[src/rtl/seq_detect_param_if.sv]
// Serial-bit detector bus: strobed input bit, optional pattern programming,
// and the detector's match/count/state outputs.
// Strobe semantics: bit_in is consumed on a rising clock edge only when
// bit_valid is high; there is no back-pressure, the detector accepts every
// strobed bit, and match is valid in the same cycle as the strobe.
interface seq_detect_param_if #(
  parameter int SEQ_LEN = 5,
  parameter int CNT_W   = 8
);
  localparam int STATE_W = $clog2(SEQ_LEN);

  logic               bit_valid;
  logic               bit_in;
  logic               cfg_load;
  logic [SEQ_LEN-1:0] cfg_seq;
  logic               match;
  logic [CNT_W-1:0]   match_count;
  logic [STATE_W-1:0] present_state;

  modport master (
    output bit_valid, bit_in, cfg_load, cfg_seq,
    input  match, match_count, present_state
  );

  modport slave (
    input  bit_valid, bit_in, cfg_load, cfg_seq,
    output match, match_count, present_state
  );
endinterface

[src/rtl/seq_detect_param.sv]
// Parametrised Mealy serial sequence detector with saturating match counter.
// State = length of the pattern prefix matched so far (0..SEQ_LEN-1).
// Optional feature macro: SEQ_DETECT_PROG_EN (runtime-loadable pattern via
// cfg_load/cfg_seq). Without it the pattern is the constant SEQUENCE and the
// transition logic folds to constants.
module seq_detect_param #(
  parameter int                 SEQ_LEN  = 5,
  parameter logic [SEQ_LEN-1:0] SEQUENCE = 5'b11011,
  parameter int                 OVERLAP  = 1,
  parameter int                 CNT_W    = 8
) (
  input logic                clk_100M,
  input logic                clear,
  seq_detect_param_if.slave  bus
);
  localparam int                 STATE_W    = $clog2(SEQ_LEN);
  localparam logic [STATE_W-1:0] LAST_STATE = STATE_W'(SEQ_LEN - 1);

  logic [STATE_W-1:0] state_q;
  logic [CNT_W-1:0]   cnt_q;
  logic [SEQ_LEN-1:0] pattern;
  logic               load_blk;
  logic               hit;
  logic [STATE_W-1:0] nxt_state;

`ifdef SEQ_DETECT_PROG_EN
  logic [SEQ_LEN-1:0] pat_q;
  assign pattern  = pat_q;
  assign load_blk = bus.cfg_load;
`else
  logic unused_cfg;
  assign pattern    = SEQUENCE;
  assign load_blk   = 1'b0;
  assign unused_cfg = ^{bus.cfg_load, bus.cfg_seq};
`endif

  // Bit of the pattern at arrival position pos (0 = first bit received = MSB).
  function automatic logic pat_bit(input logic [SEQ_LEN-1:0] pat, input int pos);
    logic [SEQ_LEN-1:0] sh;
    sh = pat >> (SEQ_LEN - 1 - pos);
    return sh[0];
  endfunction

  // Longest suffix of (prefix_k, b) that is a proper pattern prefix. When k is
  // the last state and b completes the pattern, this is the pattern's border.
  function automatic logic [STATE_W-1:0] next_state_f(
    input logic [SEQ_LEN-1:0] pat,
    input logic [STATE_W-1:0] k,
    input logic               b
  );
    logic [STATE_W-1:0] best;
    logic               ok;
    int                 k_i;
    best = '0;
    k_i  = int'(k);
    for (int j = 1; j < SEQ_LEN; j++) begin
      if (j <= k_i + 1) begin
        ok = (b == pat_bit(pat, j - 1));
        for (int i = 0; i < SEQ_LEN - 1; i++) begin
          if (i < j - 1) begin
            if (pat_bit(pat, k_i - j + 1 + i) != pat_bit(pat, i)) ok = 1'b0;
          end
        end
        if (ok) best = STATE_W'(j);
      end
    end
    return best;
  endfunction

  // Mealy match detect and next-state selection.
  always_comb begin
    hit       = 1'b0;
    nxt_state = next_state_f(pattern, state_q, bus.bit_in);
    if (!clear && !load_blk && bus.bit_valid &&
        (state_q == LAST_STATE) && (bus.bit_in == pattern[0])) begin
      hit = 1'b1;
    end
    if (hit && (OVERLAP == 0)) nxt_state = '0;
  end

  // State, counter and pattern register; clear > cfg_load > bit_valid.
  always_ff @(posedge clk_100M) begin
    if (clear) begin
      state_q <= '0;
      cnt_q   <= '0;
`ifdef SEQ_DETECT_PROG_EN
      pat_q   <= SEQUENCE;
`endif
    end
`ifdef SEQ_DETECT_PROG_EN
    else if (bus.cfg_load) begin
      pat_q   <= bus.cfg_seq;
      state_q <= '0;
    end
`endif
    else if (bus.bit_valid) begin
      state_q <= nxt_state;
      if (hit && (cnt_q != {CNT_W{1'b1}})) cnt_q <= cnt_q + CNT_W'(1);
    end
  end

  assign bus.match         = hit;
  assign bus.match_count   = cnt_q;
  assign bus.present_state = state_q;
endmodule
[src/flat_wrapper.sv]
// flat-port wrapper written by rule: the top's interface ports become plain ports
module seq_detect_param_flat 
#(
  parameter int                 SEQ_LEN  = 5,
  parameter logic [SEQ_LEN-1:0] SEQUENCE = 5'b11011,
  parameter int                 OVERLAP  = 1,
  parameter int                 CNT_W    = 8
)
  (clk_100M, clear, bus_bit_valid, bus_bit_in, bus_cfg_load, bus_cfg_seq, bus_match, bus_match_count, bus_present_state);
  seq_detect_param_if #(.SEQ_LEN(SEQ_LEN), .CNT_W(CNT_W)) bus_i ();
  input logic clk_100M;
  input logic clear;
  input wire logic [$bits(bus_i.bit_valid)-1:0] bus_bit_valid;
  input wire logic [$bits(bus_i.bit_in)-1:0] bus_bit_in;
  input wire logic [$bits(bus_i.cfg_load)-1:0] bus_cfg_load;
  input wire logic [$bits(bus_i.cfg_seq)-1:0] bus_cfg_seq;
  output wire logic [$bits(bus_i.match)-1:0] bus_match;
  output wire logic [$bits(bus_i.match_count)-1:0] bus_match_count;
  output wire logic [$bits(bus_i.present_state)-1:0] bus_present_state;
  assign bus_i.bit_valid = bus_bit_valid;
  assign bus_i.bit_in = bus_bit_in;
  assign bus_i.cfg_load = bus_cfg_load;
  assign bus_i.cfg_seq = bus_cfg_seq;
  assign bus_match = bus_i.match;
  assign bus_match_count = bus_i.match_count;
  assign bus_present_state = bus_i.present_state;
  seq_detect_param #(.SEQ_LEN(SEQ_LEN), .SEQUENCE(SEQUENCE), .OVERLAP(OVERLAP), .CNT_W(CNT_W)) u_core (.clk_100M(clk_100M), .clear(clear), .bus(bus_i));
endmodule
[config.mk]
export PLATFORM = sky130hd
export DESIGN_NAME = seq_detect_param_flat
export DESIGN_NICKNAME = d
export VERILOG_FILES = /design/src/rtl/seq_detect_param_if.sv /design/src/rtl/seq_detect_param.sv /design/src/flat_wrapper.sv
export SDC_FILE = /design/constraint.sdc
export NUM_CORES = 1
export LEC_CHECK = 0
export BUFFER_PORTS_ARGS = -buffer_cell sky130_fd_sc_hd__buf_4
export CORE_AREA = 3 3 64 54
export CTS_CLUSTER_DIAMETER = 120
export DETAILED_ROUTE_END_ITERATION = 12
export DIE_AREA = 0 0 67 57
export PLACE_DENSITY_LB_ADDON = 0.05
export SYNTH_ARGS = -nofsm -noshare
export SYNTH_HDL_FRONTEND = slang
export SYNTH_SLANG_ARGS = --single-unit
[constraint.sdc]
create_clock -name clk_100M -period 6.3 [get_ports clk_100M]
set_clock_uncertainty 0.1 [all_clocks]
set_input_delay 0.63 -clock clk_100M [delete_from_list [all_inputs] [get_ports clk_100M]]
set_output_delay 0.63 -clock clk_100M [all_outputs]
set_load 0.005 [all_outputs]
==> impl_results.md <==
- Status: complete, no violations
- Top cell type's share of synthesized area: 0.184
- Setup CP Type: reg2reg
- R2r worst-path depth: 12
- Hold Path End: u_core.bus.match_count[6]$_SDFFE_PP0P_
- Buf+Inv Stages, Crit Path: 2
- Layout area overhead: 12.4%
- Synth async-reset ratio: 0
- Die Y: 57 um
- Final min period: 4060 ps
- Num Clock Sinks: 11
- Critical Path Source Type: register
- Vias in the first global route: 1033
- Sequential-to-total area share from yosys stat: 0.171
- Syn Nets: 180
- Initial Util: 0.459
- Clock Tree Buf Depth: 2
- Setup slack, reg-to-reg: 2240 ps
- CTS tree: done
- Most frequent CP cell: ha_1
- Sum Neg Setup Slack: 0 ps
- Top post-synthesis cells by area: ha_1 (18%), dfxtp_1 (17%), nor2_1 (4.9%), nand2_1 (4.1%), inv_1 (2.9%)
- PwrDens: 148 nW/um^2
- Drt wl/cell: 14.1 um
- Drt via density: 5.65
- Crit Reg-Reg Endpoint: u_core.bus.present_state[1]$_SDFFE_PP0P_
- Clock root buffer: clkbuf_8
- Dominant cell type by area after synthesis: ha_1
- Crit share post-route: 0.644
- # DRC: 0
- #FFs+latches synth: 11
- Worst-margin pin slew: 613 ps
- Hold buffer count at CTS: 0
- WP data arrival: 4100 ps
- Hold path cells: 2
- Fin util: 0.516
- Commonest cells in the netlist: ha_1 (19), nor2_1 (17), nand2_1 (14)
- Dominant synthesized flop cell: dfxtp_1
- Placement Rows: 17
- YS warnings: 0
- Endpoints failing setup: 0
- Class of the worst hold path: reg2reg
- Crit path max-delay cell type: dfxtp_1
- Global route overflow: 0
- Distinct cell type count after synthesis: 52
- Hold Path Origin: u_core.bus.match_count[6]$_SDFFE_PP0P_
- Gr usage total: 0.160
- Fill count: 289
- Gate Count Post-Synth: 150
- Pleak: 0.000570 uW
- Antenna cells: 0
- Global-route wire length before repair: 4870 um
- I/O pin total: 22
- Most frequent cell after synthesis: ha_1
- Post-place setup slack: 2260 ps
- Nature of the critical path endpoint: register
- Total wire length: 2860 um
- Clock Pin Slew Worst Setup and Hold Paths: 50 ps
- Overall die width: 67 um
- Family with the most delay on the worst path: adder cells
- Worst r2r src: u_core.bus.present_state[0]$_SDFFE_PP0P_
- Fmax: 246 MHz
- Layout cell share with drive strength beyond 1: 0.183
- Core Region: 2810 um^2
- Slowest stage delay, CP: 680 ps
- Final hold violations: 0
- Iteration-0 DRC Markers: 99
- Post-Syn Area: 1290 um^2
- Nets: 195
- RSZ-0062 raised after global routing: no
- Largest net degree at the start of global routing: 17
- Max Slew Vio Count: 0
- DPL Wire Length: 2230 um
- CP required: 6340 ps
- Port bufs: 15
- Worst-Skew Late Latency: 230 ps
- # H-tree levels: 1
- Max-Cap Viols: 0
- Min Hold Slack: 439 ps
- Post_cts resized: 0
- Vias: 1142
- TritonCTS Buffers: 3
- VDD IR-drop max: 0.000115 V
- DIE AREA: 3820 um^2
- Max_slew headroom: 0.586
- EDFF count, synth: 0
- Post CTS Setup Buffer Count: 0
- Worst Slack Setup Final: 2240 ps
- Drt pass-1 iters: 4
- Final ANT Viol Nets: 0
- Initial antenna violation count: 0
- Placer Congestion: 0.901
- Crit-path max FO: 16
- CP Cell Sequence: ha_1, inv_1, ha_1, inv_1, nand2_1, ha_1, ha_1, nor3b_1, o311ai_0, a2111oi_4, nand3_1, a311oi_2
- Avg Cell Area, Syn: 8.60 um^2
-- per-layer routing --
| metal | GRT usage | vias to the layer above | wire [um] | part of all wire |
|---|---|---|---|---|
| li1 | - | 580 | - | - |
| met1 | 0.246 | 531 | 1480 | 0.52 |
| met2 | 0.224 | 31 | 1240 | 0.43 |
| met3 | 0.0453 | 0 | 138 | 0.048 |
| met4 | 0.0202 | 0 | 0 | 0 |
| met5 | 0 | - | 0 | 0 |
-- worst max-delay path by stage --
stage | from | end | slack, ps | cells past startpoint
2_1_floorplan | u_core.bus.present_state[1]$_SDFFE_PP0P_ | u_core.bus.present_state[1]$_SDFFE_PP0P_ | 2910 | 13
3_3_place_gp | u_core.bus.present_state[0]$_SDFFE_PP0P_ | u_core.bus.present_state[1]$_SDFFE_PP0P_ | 2330 | 12
3_5_place_dp | u_core.bus.present_state[0]$_SDFFE_PP0P_ | u_core.bus.present_state[1]$_SDFFE_PP0P_ | 2260 | 12
4_1_cts | u_core.bus.present_state[0]$_SDFFE_PP0P_ | u_core.bus.present_state[1]$_SDFFE_PP0P_ | 2220 | 12
5_1_grt | u_core.bus.present_state[0]$_SDFFE_PP0P_ | u_core.bus.present_state[1]$_SDFFE_PP0P_ | 1930 | 12
6_report | u_core.bus.present_state[0]$_SDFFE_PP0P_ | u_core.bus.present_state[1]$_SDFFE_PP0P_ | 2240 | 12
-- logic make-up after synthesis --
group	synth area share
simple gates	0.225
compound gates	0.242
fa+ha+maj	0.200
buf+inv	0.0669
flops	0.171
xor+xnor	0.0669
mux	0.0281
-- flip-flops by register name (all words and copies together), names as in the netlist --
| name | flops |
|---|---|
| u_core.bus.match_count | 8 |
| u_core.bus.present_state | 3 |
-- cell usage in the layout, fill, tap and decap left out, types with 2 or more instances in the layout --
master     n
ha_1      19
nor2_1    17
buf_4     15
nand2_1   14
dfxtp_1   11
inv_1     10
a21oi_1    7
xnor2_1    4
nand3_1    4
xor2_1     4
a32oi_1    3
nand2b_1   3
a211oi_1   3
and3_1     3
nor3b_1    3
clkbuf_8   3
o31ai_1    2
a31oi_1    2
nor3_1     2
o41ai_1    2
nand4_1    2
-- tightest hold or removal path, stage by stage, from the launching register on --
cell and delay [ps]:
dfxtp_1 360, xor2_1 80, nor2_1 70
-- through the flow --
| stage | total power, uW | instance area (um^2) | instances |
|---|---|---|---|
| 2_1_floorplan | 132 | 1290 | 150 |
| 3_3_place_gp | 145 | 1410 | 198 |
| 3_5_place_dp | 147 | 1410 | 198 |
| 4_1_cts | 217 | 1450 | 202 |
| 5_1_grt | 232 | 1450 | 202 |
| 6_report | 215 | 1450 | 202 |
-- layout make-up --
| type | count | area [um^2] | share of cell area |
|---|---|---|---|
| Tap cell | 38 | 47.5 | 0.0328 |
| Multi-Input combinational cell | 123 | 983 | 0.678 |
| Timing Repair Buffer | 15 | 113 | 0.0777 |
| Sequential cell | 11 | 220 | 0.152 |
| Inverter | 11 | 41.3 | 0.0285 |
| Clock buffer | 4 | 45.0 | 0.0311 |
-- power by group --
part | leakage, uW | switching, uW | internal [uW]
logic | 0.000458 | 41.1 | 30.0
registers | 0.0000889 | 4.08 | 70.9
clock network | 0.0000228 | 24.6 | 44.3
Note: power is estimated with default switching activity, not from simulation.
